`config.mk`:
```
export PLATFORM = sky130hd
export DESIGN_NAME = friscv_uart_host_flat
export DESIGN_NICKNAME = d
export VERILOG_FILES = /design/src/rtl/friscv_uart_host_if.sv /design/src/rtl/friscv_uart_host.sv /design/src/flat_wrapper.sv
export SDC_FILE = /design/constraint.sdc
export NUM_CORES = 1
export LEC_CHECK = 0
export ABC_AREA = 1
export CAP_MARGIN = 20
export CORE_MARGIN = 3
export CORE_UTILIZATION = 45
export DETAILED_ROUTE_END_ITERATION = 6
export DONT_BUFFER_PORTS = 1
export PLACE_DENSITY = 0.65
export SLEW_MARGIN = 20
export SYNTH_ARGS = -nofsm -noshare
export SYNTH_HDL_FRONTEND = slang
export SYNTH_SLANG_ARGS = --single-unit
export TNS_END_PERCENT = 20
```
`constraint.sdc`:
```
create_clock -name aclk -period 1.1 [get_ports aclk]
set_input_delay 0.055 -clock aclk [delete_from_list [all_inputs] [get_ports aclk]]
set_output_delay 0.055 -clock aclk [all_outputs]
set_load 0.01 [all_outputs]
```
`src/rtl/friscv_uart_host_if.sv`:
```
// Register-port bus between the UART host (master) and the UART slave register file.
// Request fields are held by the master until the one-cycle mst_ready pulse.
interface friscv_uart_host_if #(
    parameter int ADDRW = 16,
    parameter int XLEN  = 32
);
    logic                mst_en;
    logic                mst_wr;
    logic [ADDRW-1:0]    mst_addr;
    logic [XLEN-1:0]     mst_wdata;
    logic [XLEN/8-1:0]   mst_strb;
    logic [XLEN-1:0]     mst_rdata;
    logic                mst_ready;

    modport master (
        output mst_en, mst_wr, mst_addr, mst_wdata, mst_strb,
        input  mst_rdata, mst_ready
    );

    modport slave (
        input  mst_en, mst_wr, mst_addr, mst_wdata, mst_strb,
        output mst_rdata, mst_ready
    );
endinterface

```
`src/rtl/friscv_uart_host.sv`:
```
// Register-port initiator for the UART: initialises divider/control, then polls status
// and moves bytes between the TX/RX streams and the UART FIFOs without stalling the bus.
module friscv_uart_host #(
    parameter int         ADDRW       = 16,
    parameter int         XLEN        = 32,
    parameter int         CLK_DIVIDER = 4,
    parameter logic [7:0] CTRL_INIT   = 8'h01,
    parameter int         POLL_GAP    = 8
) (
    input  logic                aclk,
    input  logic                srst,
    friscv_uart_host_if.master  mst,
    input  logic                tx_valid,
    output logic                tx_ready,
    input  logic [7:0]          tx_data,
    output logic                rx_valid,
    input  logic                rx_ready,
    output logic [7:0]          rx_data,
    output logic                cfg_done,
    output logic [15:0]         status
);

    localparam int CNT_W = (POLL_GAP < 1) ? 1 : $clog2(POLL_GAP + 1);
    localparam logic [CNT_W-1:0] GAP_LAST = CNT_W'((POLL_GAP < 1) ? 0 : POLL_GAP - 1);

    localparam logic [2:0] INIT_DIV  = 3'd0;
    localparam logic [2:0] INIT_CTRL = 3'd1;
    localparam logic [2:0] GAP       = 3'd2;
    localparam logic [2:0] POLL      = 3'd3;
    localparam logic [2:0] TX_WR     = 3'd4;
    localparam logic [2:0] RX_RD     = 3'd5;

    logic [2:0]        state;
    logic [CNT_W-1:0]  gap_cnt;
    logic              bypass;
    logic              prio_rx;
    logic              tx_full;
    logic [7:0]        tx_hold;

    logic              tx_hs;
    logic              rx_hs;
    logic              acc_done;
    logic              tx_elig;
    logic              rx_elig;

    logic              req_wr;
    logic [ADDRW-1:0]  req_addr;
    logic [XLEN-1:0]   req_wdata;
    logic [XLEN/8-1:0] req_strb;

    assign tx_hs    = tx_valid & tx_ready;
    assign rx_hs    = rx_valid & rx_ready;
    assign acc_done = mst.mst_en & mst.mst_ready;
    // Bit 10 flags TX FIFO full, bit 11 flags RX FIFO empty
    assign tx_elig  = tx_full & ~mst.mst_rdata[10];
    assign rx_elig  = ~rx_valid & ~mst.mst_rdata[11];

    always_comb begin
        req_wr    = 1'b0;
        req_addr  = '0;
        req_wdata = '0;
        req_strb  = '0;
        case (state)
            INIT_DIV: begin
                req_wr    = 1'b1;
                req_addr  = ADDRW'(1);
                req_wdata = XLEN'(CLK_DIVIDER);
                req_strb  = (XLEN/8)'(4'b0011);
            end
            INIT_CTRL: begin
                req_wr    = 1'b1;
                req_addr  = ADDRW'(0);
                req_wdata = XLEN'(CTRL_INIT);
                req_strb  = (XLEN/8)'(4'b0001);
            end
            POLL: begin
                req_addr  = ADDRW'(0);
            end
            TX_WR: begin
                req_wr    = 1'b1;
                req_addr  = ADDRW'(2);
                req_wdata = XLEN'(tx_hold);
                req_strb  = (XLEN/8)'(4'b0001);
            end
            RX_RD: begin
                req_addr  = ADDRW'(3);
            end
            default: ;
        endcase
    end

    always_ff @(posedge aclk) begin
        if (srst) begin
            state         <= INIT_DIV;
            gap_cnt       <= '0;
            bypass        <= 1'b0;
            prio_rx       <= 1'b0;
            tx_full       <= 1'b0;
            tx_hold       <= '0;
            tx_ready      <= 1'b0;
            rx_valid      <= 1'b0;
            rx_data       <= '0;
            cfg_done      <= 1'b0;
            status        <= '0;
            mst.mst_en    <= 1'b0;
            mst.mst_wr    <= 1'b0;
            mst.mst_addr  <= '0;
            mst.mst_wdata <= '0;
            mst.mst_strb  <= '0;
        end else begin
            // Registered so it only rises the cycle after the hold has been emptied
            tx_ready <= cfg_done & ~tx_full & ~tx_hs;
            if (tx_hs) begin
                tx_full <= 1'b1;
                tx_hold <= tx_data;
            end
            if (rx_hs)
                rx_valid <= 1'b0;

            if (state != GAP && !mst.mst_en) begin
                mst.mst_en    <= 1'b1;
                mst.mst_wr    <= req_wr;
                mst.mst_addr  <= req_addr;
                mst.mst_wdata <= req_wdata;
                mst.mst_strb  <= req_strb;
            end else if (acc_done) begin
                mst.mst_en <= 1'b0;
                case (state)
                    INIT_DIV:  state <= INIT_CTRL;
                    INIT_CTRL: begin
                        cfg_done <= 1'b1;
                        state    <= GAP;
                    end
                    POLL: begin
                        status <= mst.mst_rdata[15:0];
                        // On contention, serve whichever side was not served last
                        if (tx_elig && (!rx_elig || !prio_rx))
                            state <= TX_WR;
                        else if (rx_elig)
                            state <= RX_RD;
                        else
                            state <= GAP;
                    end
                    TX_WR: begin
                        tx_full <= 1'b0;
                        prio_rx <= 1'b1;
                        bypass  <= 1'b1;
                        state   <= GAP;
                    end
                    RX_RD: begin
                        rx_data  <= mst.mst_rdata[7:0];
                        rx_valid <= 1'b1;
                        prio_rx  <= 1'b0;
                        bypass   <= 1'b1;
                        state    <= GAP;
                    end
                    default: state <= GAP;
                endcase
            end

            if (state == GAP) begin
                if (bypass || gap_cnt == GAP_LAST) begin
                    gap_cnt <= '0;
                    bypass  <= 1'b0;
                    state   <= POLL;
                end else begin
                    gap_cnt <= gap_cnt + CNT_W'(1);
                end
            end
        end
    end

endmodule

```
`src/flat_wrapper.sv`:
```
// flat-port wrapper written by rule: the top's interface ports become plain ports
module friscv_uart_host_flat 
#(
    parameter int         ADDRW       = 16,
    parameter int         XLEN        = 32,
    parameter int         CLK_DIVIDER = 4,
    parameter logic [7:0] CTRL_INIT   = 8'h01,
    parameter int         POLL_GAP    = 8
)
  (aclk, srst, tx_valid, tx_ready, tx_data, rx_valid, rx_ready, rx_data, cfg_done, status, mst_mst_en, mst_mst_wr, mst_mst_addr, mst_mst_wdata, mst_mst_strb, mst_mst_rdata, mst_mst_ready);
  friscv_uart_host_if #(.ADDRW(ADDRW), .XLEN(XLEN)) mst_i ();
  input  logic aclk;
  input  logic srst;
  input  logic tx_valid;
  output logic tx_ready;
  input  logic [7:0] tx_data;
  output logic rx_valid;
  input  logic rx_ready;
  output logic [7:0] rx_data;
  output logic cfg_done;
  output logic [15:0] status;
  output wire logic [$bits(mst_i.mst_en)-1:0] mst_mst_en;
  output wire logic [$bits(mst_i.mst_wr)-1:0] mst_mst_wr;
  output wire logic [$bits(mst_i.mst_addr)-1:0] mst_mst_addr;
  output wire logic [$bits(mst_i.mst_wdata)-1:0] mst_mst_wdata;
  output wire logic [$bits(mst_i.mst_strb)-1:0] mst_mst_strb;
  input wire logic [$bits(mst_i.mst_rdata)-1:0] mst_mst_rdata;
  input wire logic [$bits(mst_i.mst_ready)-1:0] mst_mst_ready;
  assign mst_mst_en = mst_i.mst_en;
  assign mst_mst_wr = mst_i.mst_wr;
  assign mst_mst_addr = mst_i.mst_addr;
  assign mst_mst_wdata = mst_i.mst_wdata;
  assign mst_mst_strb = mst_i.mst_strb;
  assign mst_i.mst_rdata = mst_mst_rdata;
  assign mst_i.mst_ready = mst_mst_ready;
  friscv_uart_host #(.ADDRW(ADDRW), .XLEN(XLEN), .CLK_DIVIDER(CLK_DIVIDER), .CTRL_INIT(CTRL_INIT), .POLL_GAP(POLL_GAP)) u_core (.aclk(aclk), .srst(srst), .mst(mst_i), .tx_valid(tx_valid), .tx_ready(tx_ready), .tx_data(tx_data), .rx_valid(rx_valid), .rx_ready(rx_ready), .rx_data(rx_data), .cfg_done(cfg_done), .status(status));
endmodule
```
==> key figures, run 1 <==
Finish
  • Nets: 461
  • Final cell count without fillers: 492
  • Synthesis-to-finish area growth: 32.6%
  • Layout cells sized above 1: 0.221
  • N_diodes: 0

STA
  • Final setup vio count: 27
  • F_max: 849 MHz
  • Hold slack: -231 ps
  • Period utilization: 1.07
  • Minimum clock period: 1180 ps
  • Setup slack after layout: -77.9 ps
  • Clk_skew: 7.85 ps
  • Final-report hold violation count: 11
  • Slew Viols, Final: 0
  • RSZ-0062 raised after global routing: true

Placed design
  • Setup WS pre-CTS: -184 ps
  • Post-Place Cells: 441
  • Placed wire-length estimate: 3990 µm
  • IO Port Bufs: 0
  • Gpl congestion: 0.863

Yosys
  • FFs w/ async S/R, synth: 0
  • Post-synthesis register bit count: 59
  • Mapped Area: 0.00264 mm²
  • Top_reg_cell synth: dfxtp_1
  • Commonest cells in the synthesized netlist: nor2_1, dfxtp_1, nand2_1, buf_4, o21ai_0
  • Netlist cell types: 26
  • Synth top area cells: dfxtp_1, nor2_1, buf_4, nand2_1, o21ai_0
  • Seq/Total Area, Yosys: 0.448
  • Avg Inst Size Synth: 7.38 µm²
  • Yosys Warn Count: 0
  • Top-count cell post-synth: nor2_1
  • Post-synth top area cell: dfxtp_1
  • Number of flops mapped to enable cells by yosys: 0
  • Cell count after synthesis: 357
  • Share of the synthesized area in the top cell type: 0.448

Pwr
  • Internal: 4.08 mW
  • LEAKAGE: 1.56 nW
  • Combinational Power Share: 0.094
  • Reg power frac: 0.427
  • Clock power share: 0.479
  • Switching share of power: 0.222
  • Sw power: 1.17 mW
  • Pwr per Cell Area: 1500 mW/mm²
  • Max VDD drop: 878 µV

Routing
  • DR top layer: met4
  • DR WL met2: 3190 µm
  • Metal1 wirelength: 2570 µm
  • Routed len/inst: 13.1 µm
  • DRT antenna net count: 0
  • Vias: 2310
  • Met3 WL: 553 µm
  • Routed vias/inst: 4.70
  • DRT iter0 DRCs: 88
  • DRT Pass-1 Iters: 4
  • DRC: 0
  • WL final: 6440 µm

Clocking
  • CTS tree: built
  • Clock Sinks: 59
  • Skew-Pair Late Insertion Delay: 330 ps
  • Root Buffer: clkbuf_8
  • Post-CTS Hold Buffers: 27
  • Worst-path clk slew: 70 ps
  • Clk buf depth: 2
  • CTS H-tree depth: 3
  • CTS Buf Count: 9

Outcome
  • Status: finished with violations
  • Violations in the final reports: hold timing, setup timing

Job
  • Max Cap Violations: 0

Global routing
  • Initial antenna violation count: 0
  • Total global routing overflow: 0
  • Total track usage: 0.193
  • Vias in the first global route: 2096
  • Pin count of the biggest net entering global routing: 26
  • First-pass GRT wire length: 9880 µm

Setup path
  • CP endpoint: u_core.rx_data[3]$_SDFFE_PP0P_
  • Levels on crit path: 6
  • FF-to-FF End: u_core.rx_data[3]$_SDFFE_PP0P_
  • Crit path largest cell delay: 360 ps
  • Crit end category: register
  • Crit path top cell by count: nor2_1
  • Cell family with most CP delay: simple AND/OR/NAND/NOR gates
  • CP startpoint: u_core.state[1]$_SDFF_PP0_
  • Crit path max-delay cell type: dfxtp_4
  • Launch point of the worst reg-to-reg path: u_core.state[1]$_SDFF_PP0_
  • Crit path cell chain: inv_1 -> nand3_1 -> nor2_1 -> inv_1 -> nor2_1 -> nor2_1
  • Critical path startpoint category: register
  • R2R depth: 6
  • Req. time, crit path: 1330 ps
  • Flop2flop setup slack: -80 ps
  • Setup CP Type: reg -> reg
  • Worst-path maximum fanout: 8
  • CP bufs+invs: 2
  • Arrival @ worst endpoint: 1410 ps

Floorplanning
  • FP Rows: 27
  • Die Y-Extent: 82.5 µm
  • Area of the core: 0.00557 mm²
  • # IOs: 126
  • Die Width: 82.5 µm
  • Initial core utilization: 0.473
  • Total die area: 0.00681 mm²

Min path
  • Hold path startpoint: srst
  • Worst min path class: in -> reg
-- worst reg2reg max path, cell delays in order (launching register included) --
cell	delay [ps]
dfxtp_4	360
inv_1	90
nand3_1	110
nor2_1	170
inv_1	170
nor2_1	130
nor2_1	50
-- per-layer routing --
layer	track usage	up-vias
li1	-	1161
met1	0.220	1036
met2	0.331	96
met3	0.0640	17
met4	0.0768	0
met5	0	-
-- kinds of logic after synthesis --
| logic type | count (synthesis) | share of synthesized area |
|---|---|---|
| compound gates | 51 | 0.0973 |
| fa+ha+maj | 1 | 0.00475 |
| buf+inv | 75 | 0.182 |
| other cells | 1 | 0.00142 |
| flops | 59 | 0.448 |
| simple gates | 170 | 0.267 |
-- worst min-delay path by stage --
stage | end | cells after the start
finish | u_core.state[2]$_SDFF_PP0_ | 1
global route | u_core.state[2]$_SDFF_PP0_ | 1
CTS | u_core.state[2]$_SDFF_PP0_ | 1
detailed placement | u_core.state[2]$_SDFF_PP0_ | 1
global placement | u_core.state[2]$_SDFF_PP0_ | 1
floorplan | u_core.rx_data[0]$_SDFFE_PP0P_ | 2
-- power by group through the flow --
stage                     combinational [mW]  sequential [mW]  clock (mW)
after floorplan                        0.376             2.28           0
after global placement                 0.331             2.29           0
after detailed placement               0.332             2.29           0
after CTS                              0.455             2.25        2.56
after global routing                   0.553             2.25        2.66
final                                  0.491             2.24        2.51
-- state kept, by name (all words and copies together) (netlist names), 2 cells and up --
register              cells
u_core.mst.mst_wdata      8
u_core.rx_data            8
u_core.status            16
u_core.mst.mst_strb       2
u_core.mst.mst_addr       2
u_core.gap_cnt            4
u_core.tx_hold            8
u_core.state              3
-- metrics by stage --
stage               cell area (µm²)  setup TNS, ps   util  total power [mW]
floorplan                      2800          -8.03      -              2.66
global placement               2690          -3060  0.482              2.62
detailed placement             2690          -3580  0.482              2.63
CTS                            3370           -168  0.605              5.26
global route                   3500          -4300  0.627              5.46
finish                         3500          -1350  0.627              5.25
-- placed cells by master (no fill, tap or decap), types with 12 or more instances in the layout --
cell | netlist | layout
conb_1 | 1 | 40
nand2_1 | 50 | 47
buf_4 | 42 | 20
clkbuf_8 | 0 | 12
dlygate4sd3_1 | 0 | 27
nor2_1 | 95 | 89
dfxtp_1 | 59 | 55
o21ai_0 | 31 | 18
inv_1 | 17 | 15
-- what timing repair did --
| action | 4_1_cts | 5_1_grt |
|---|---|---|
| gates cloned | 4 | 0 |
| endpoints found under the hold margin | 44 | 11 |
| endpoints found under the setup margin | 46 | 47 |
| setup buffers | 3 | 1 |
| resized for setup | 29 | 34 |
| pin swaps | 5 | 7 |
-- cell type report --
| class | instances | area, µm² |
|---|---|---|
| Clock buffer | 12 | 165 |
| Clock inverter | 4 | 95.1 |
| Fill cell | 464 | 2080 |
| Inverter | 22 | 106 |
| Multi-Input combinational cell | 264 | 1280 |
| Sequential cell | 59 | 1190 |
| Tap cell | 72 | 90.1 |
| Timing Repair Buffer | 57 | 542 |
| Timing Repair inverter | 2 | 22.5 |
Power figures use the tool's default switching activity.
==> run 2: changes to the inputs <==
PLACE_DENSITY = not set   (was 0.65)
==> key figures, run 2 (synthesized netlist as in run 1, its figures left out) <==
STA
  • Period utilization: 1.02
  • Minimum clock period: 1120 ps
  • Setup slack after layout: -20.6 ps
  • Clk_skew: 11.0 ps
  • Final-report hold violation count: 10
  • F_max: 892 MHz
  • Hold slack: -239 ps
  • RSZ-0062 raised after global routing: true
  • Setup TNS: -94.9 ps
  • Final setup vio count: 7
  • Slew Viols, Final: 0

Finish
  • FF/Latch Area: 0.00119 mm²
  • Layout cells sized above 1: 0.205
  • Synthesis-to-finish area growth: 28.2%
  • Nets: 461
  • Multi-input gate area: 0.00124 mm²
  • Most frequent cells in the layout: nor2_1, dfxtp_1, nand2_1
  • N_diodes: 0
  • Largest reg by FF count: u_core.status
  • Commonest non-fill, non-tap cell in the layout: nor2_1
  • Fin util: 0.607
  • Fillcell total: 529
  • Max reg flops: 16
  • Final instance area: 0.00338 mm²

Routing
  • DRT iter0 DRCs: 94
  • DRT antenna net count: 0
  • DRT Pass-1 Iters: 4
  • Routed len/inst: 12.9 µm
  • Routed vias/inst: 4.61
  • Vias: 2265
  • WL final: 6350 µm
  • DRC: 0

Clocking
  • Clk buf depth: 2
  • Worst-path clk slew: 70 ps
  • CTS tree: built
  • CTS Buf Count: 9
  • Root Buffer: clkbuf_8
  • Skew-Pair Late Insertion Delay: 340 ps
  • Clock Sinks: 59
  • Post-CTS Hold Buffers: 27
  • CTS H-tree depth: 3

Setup path
  • Crit path largest cell delay: 390 ps
  • Crit path cell chain: nand2_4 -> nor2_4 -> buf_12 -> nand2_8 -> inv_12 -> nand2_1 -> a21oi_1
  • Critical path startpoint category: register
  • Setup CP Type: reg -> reg
  • Crit end category: register
  • Worst-path maximum fanout: 17
  • Req. time, crit path: 1370 ps
  • Crit path max-delay cell type: dfxtp_4
  • Arrival @ worst endpoint: 1390 ps

Global routing
  • First-pass GRT wire length: 9980 µm
  • Pin count of the biggest net entering global routing: 20
  • Initial antenna violation count: 0
  • Total track usage: 0.194
  • Vias in the first global route: 2143
  • Total global routing overflow: 0

Placed design
  • Placed wire-length estimate: 4060 µm
  • IO Port Bufs: 0
  • Gpl congestion: 0.789
  • DP Area: 0.00269 mm²

Pwr
  • LEAKAGE: 1.50 nW
  • Sw power: 1.20 mW
  • Clock power share: 0.424
  • Combinational Power Share: 0.104
  • Tot Pwr: 4.75 mW
  • Internal: 3.55 mW
  • Reg power frac: 0.472
  • Max VDD drop: 871 µV
  • Switching share of power: 0.253
  • Pwr per Cell Area: 1410 mW/mm²

Job
  • Max Cap Violations: 0

Floorplanning
  • Initial core utilization: 0.473
  • Die Y-Extent: 82.5 µm
  • # IOs: 126
  • FP Rows: 27
  • Die Width: 82.5 µm
  • Total die area: 0.00681 mm²
  • Area of the core: 0.00557 mm²

Outcome
  • Violations in the final reports: hold timing, setup timing
  • Status: finished with violations

Min path
  • Worst min path class: in -> reg
[run 2: layout make-up]
cell class                 count  share of cell area
multi-input combinational    264               0.366
sequential                    59               0.353
timing repair buffer          59               0.162
clock buffer                  11              0.0448
inverter                      22              0.0318
tap                           72              0.0266
clock inverter                 4              0.0148
[run 2: timing repair]
item,in CTS,in global routing
gates cloned,2,1
resized for setup,13,38
endpoints found under the setup margin,45,47
pin swaps,2,19
hold endpoints to repair,45,10
buffers inserted,2,3
[run 2: per-layer routing]
| metal | global-route usage | up-vias | wire length [µm] |
|---|---|---|---|
| met2 | 0.327 | 84 | 3130 |
| li1 | - | 1156 | - |
| met3 | 0.0672 | 8 | 515 |
| met5 | 0 | - | 0 |
| met1 | 0.220 | 1017 | 2630 |
| met4 | 0.0915 | 0 | 78 |
[run 2: metrics by stage]
| step | cells | setup WS (ps) |
|---|---|---|
| 5_1_grt | 491 | -78.4 |
| 4_1_cts | 487 | -14.8 |
| 6_report | 491 | -20.6 |
| 3_5_place_dp | 441 | -126 |
| 3_3_place_gp | 441 | -87.8 |
| 2_1_floorplan | 396 | -0.803 |
[run 2: critical path, delay by kind of cell (launching register included)]
kind / cells / cell delay, ps
AOI/OAI and AO/OA: 1 / 110
buffers and inverters: 2 / 230
DFF: 1 / 390
and+or+nand+nor: 4 / 320
[run 2: worst paths after layout]
| kind | to | start | depth (start not counted) | slack [ps] |
|---|---|---|---|---|
| max | u_core.state[2]$_SDFF_PP0_ | u_core.state[0]$_SDFF_PP0_ | 7 | -20 |
| min | u_core.state[1]$_SDFF_PP0_ | srst | 1 | -240 |
| max reg2reg | u_core.state[2]$_SDFF_PP0_ | u_core.state[0]$_SDFF_PP0_ | 7 | -20 |
| min reg2reg | u_core.tx_hold[4]$_SDFFE_PP0P_ | u_core.tx_hold[4]$_SDFFE_PP0P_ | 2 | 490 |
[run 2: power groups by stage]
stage	clock network, mW	registers [mW]	logic [mW]
CTS	2.04	2.25	0.436
global placement	0	2.29	0.331
global route	2.15	2.25	0.558
floorplan	0	2.28	0.376
detailed placement	0	2.29	0.336
finish	2.01	2.24	0.493
==> run 3: changes to the inputs <==
PLACE_DENSITY = 0.68   (was not set)
==> key figures, run 3 (synthesized netlist as in run 1, its figures left out) <==
Placed design
  • Gpl congestion: 0.871
  • IO Port Bufs: 0
  • Setup WS pre-CTS: -125 ps
  • Placed wire-length estimate: 3920 µm

Pwr
  • Switching share of power: 0.236
  • Clock power share: 0.441
  • Sw power: 1.14 mW
  • Pwr per Cell Area: 1460 mW/mm²
  • LEAKAGE: 1.48 nW
  • Combinational Power Share: 0.094
  • Max VDD drop: 911 µV
  • Reg power frac: 0.465
  • Internal: 3.69 mW

Floorplanning
  • # IOs: 126
  • Die Y-Extent: 82.5 µm
  • Initial core utilization: 0.473
  • Area of the core: 0.00557 mm²
  • Total die area: 0.00681 mm²
  • FP Rows: 27
  • Die Width: 82.5 µm

Setup path
  • Worst-path maximum fanout: 8
  • Arrival @ worst endpoint: 1380 ps
  • Crit path max-delay cell type: dfxtp_4
  • Crit path largest cell delay: 370 ps
  • Launch point of the worst reg-to-reg path: u_core.state[1]$_SDFF_PP0_
  • Crit path cell chain: buf_6 -> nor2_4 -> buf_6 -> nand3_2 -> nand2_1 -> nand2_1 -> nor2_1
  • Critical path startpoint category: register
  • Cell family with most CP delay: simple AND/OR/NAND/NOR gates
  • Flop2flop setup slack: -20 ps
  • FF-to-FF End: u_core.mst.mst_wdata[7]$_SDFFE_PP0P_
  • R2R depth: 7
  • Crit end category: register
  • Setup CP Type: reg -> reg
  • CP bufs+invs: 2
  • Req. time, crit path: 1360 ps

Clocking
  • CTS Buf Count: 9
  • Post-CTS Hold Buffers: 24
  • CTS tree: built
  • CTS H-tree depth: 3
  • Root Buffer: clkbuf_8
  • Worst-path clk slew: 60 ps
  • Clk buf depth: 2
  • Skew-Pair Late Insertion Delay: 330 ps
  • Clock Sinks: 59

Min path
  • Hold Path Depth: 1
  • Worst min path class: in -> reg
  • Worst hold endpoint: u_core.state[2]$_SDFF_PP0_
  • Hold path startpoint: srst

Routing
  • WL final: 6010 µm
  • DRC: 0
  • DRT antenna net count: 0
  • Vias: 2237
  • Routed vias/inst: 4.61
  • DRT Pass-1 Iters: 4
  • DRT iter0 DRCs: 67
  • Routed len/inst: 12.4 µm

Global routing
  • Pin count of the biggest net entering global routing: 41
  • First-pass GRT wire length: 9160 µm
  • Initial antenna violation count: 0
  • Vias in the first global route: 2063
  • Total track usage: 0.177
  • Total global routing overflow: 0

STA
  • Clk_skew: 11.1 ps
  • Final setup vio count: 1
  • Period utilization: 1.02
  • Minimum clock period: 1120 ps
  • F_max: 892 MHz
  • RSZ-0062 raised after global routing: true
  • Setup slack after layout: -21.6 ps
  • Hold slack: -224 ps
  • Slew Viols, Final: 0
  • Final-report hold violation count: 10

Finish
  • Fillcell total: 515
  • Multi-input gate area: 0.00122 mm²
  • Synthesis-to-finish area growth: 25.6%
  • Largest reg by FF count: u_core.status
  • Max reg flops: 16
  • Commonest non-fill, non-tap cell in the layout: nor2_1
  • FF/Latch Area: 0.00119 mm²
  • Most frequent cells in the layout: nor2_1, dfxtp_1, nand2_1
  • N_diodes: 0
  • Nets: 455
  • Layout cells sized above 1: 0.191

Outcome
  • Violations in the final reports: hold timing, setup timing
  • Status: finished with violations

Job
  • Max Cap Violations: 0
## run 3: changes by cell type in the layout (fill, tap and decap cells not counted), moves of 3 or more
| cell | delta |
|---|---|
| buf_4 | -3 |
| dfxtp_2 | -3 |
| dlygate4sd3_1 | -3 |
| inv_2 | +3 |
| nand2_1 | +3 |
## run 3: repair_timing
action,in CTS,in global routing
buffers inserted,2,2
gates resized for setup,13,30
pin swaps,2,13
setup endpoints to repair,45,45
endpoints found under the hold margin,42,10
cloned,1,3
## run 3: power groups by stage
stage | logic (mW) | registers, mW | clock network [mW]
final | 0.451 | 2.24 | 2.13
after global routing | 0.511 | 2.25 | 2.29
after CTS | 0.423 | 2.25 | 2.19
after detailed placement | 0.328 | 2.30 | 0
after global placement | 0.324 | 2.29 | 0
after floorplan | 0.376 | 2.28 | 0
## run 3: cell type report
type                    instances  area share
well taps                      72      0.0272
multi-input cells             264       0.368
repair buffers                 52       0.147
repair inverters                1     0.00265
clock buffers                  10      0.0416
inverters                      22      0.0302
clock inverters                 5      0.0234
flip-flops and latches         59       0.361
## run 3: how the worst max path moves through the flow
stage / startpoint / slack (ps) / end / cells after the start
2_1_floorplan: u_core.state[1]$_SDFF_PP0_ / -0.8 / u_core.status[10]$_SDFFE_PP0P_ / 7
3_3_place_gp: u_core.state[1]$_SDFF_PP0_ / -120 / u_core.state[2]$_SDFF_PP0_ / 6
5_1_grt: u_core.state[1]$_SDFF_PP0_ / -90 / u_core.mst.mst_addr[0]$_SDFFE_PP0P_ / 6
4_1_cts: u_core.state[1]$_SDFF_PP0_ / -0.3 / u_core.rx_data[7]$_SDFFE_PP0P_ / 6
6_report: u_core.state[1]$_SDFF_PP0_ / -20 / u_core.mst.mst_wdata[7]$_SDFFE_PP0P_ / 7
3_5_place_dp: u_core.state[1]$_SDFF_PP0_ / -120 / u_core.state[2]$_SDFF_PP0_ / 6
## run 3: through the flow
stage                     power, mW  utilization  instances  setup TNS, ps  area, µm²
after detailed placement       2.62        0.478        438          -2760       2670
final                          4.82        0.594        485          -21.6       3310
after global placement         2.62        0.478        438          -1920       2670
after CTS                      4.85        0.571        480         -0.329       3180
after floorplan                2.66            -        396          -8.03       2800
after global routing           5.05        0.594        485          -1730       3310
## run 3: routing by layer
| layer | vias to the layer above | share of wire | wire length (µm) | global-route usage |
|---|---|---|---|---|
| met5 | - | 0 | 0 | 0 |
| met4 | 0 | 0.017 | 101 | 0.0768 |
| met1 | 992 | 0.41 | 2480 | 0.202 |
| met3 | 12 | 0.081 | 487 | 0.0607 |
| li1 | 1151 | - | - | - |
| met2 | 82 | 0.49 | 2940 | 0.300 |
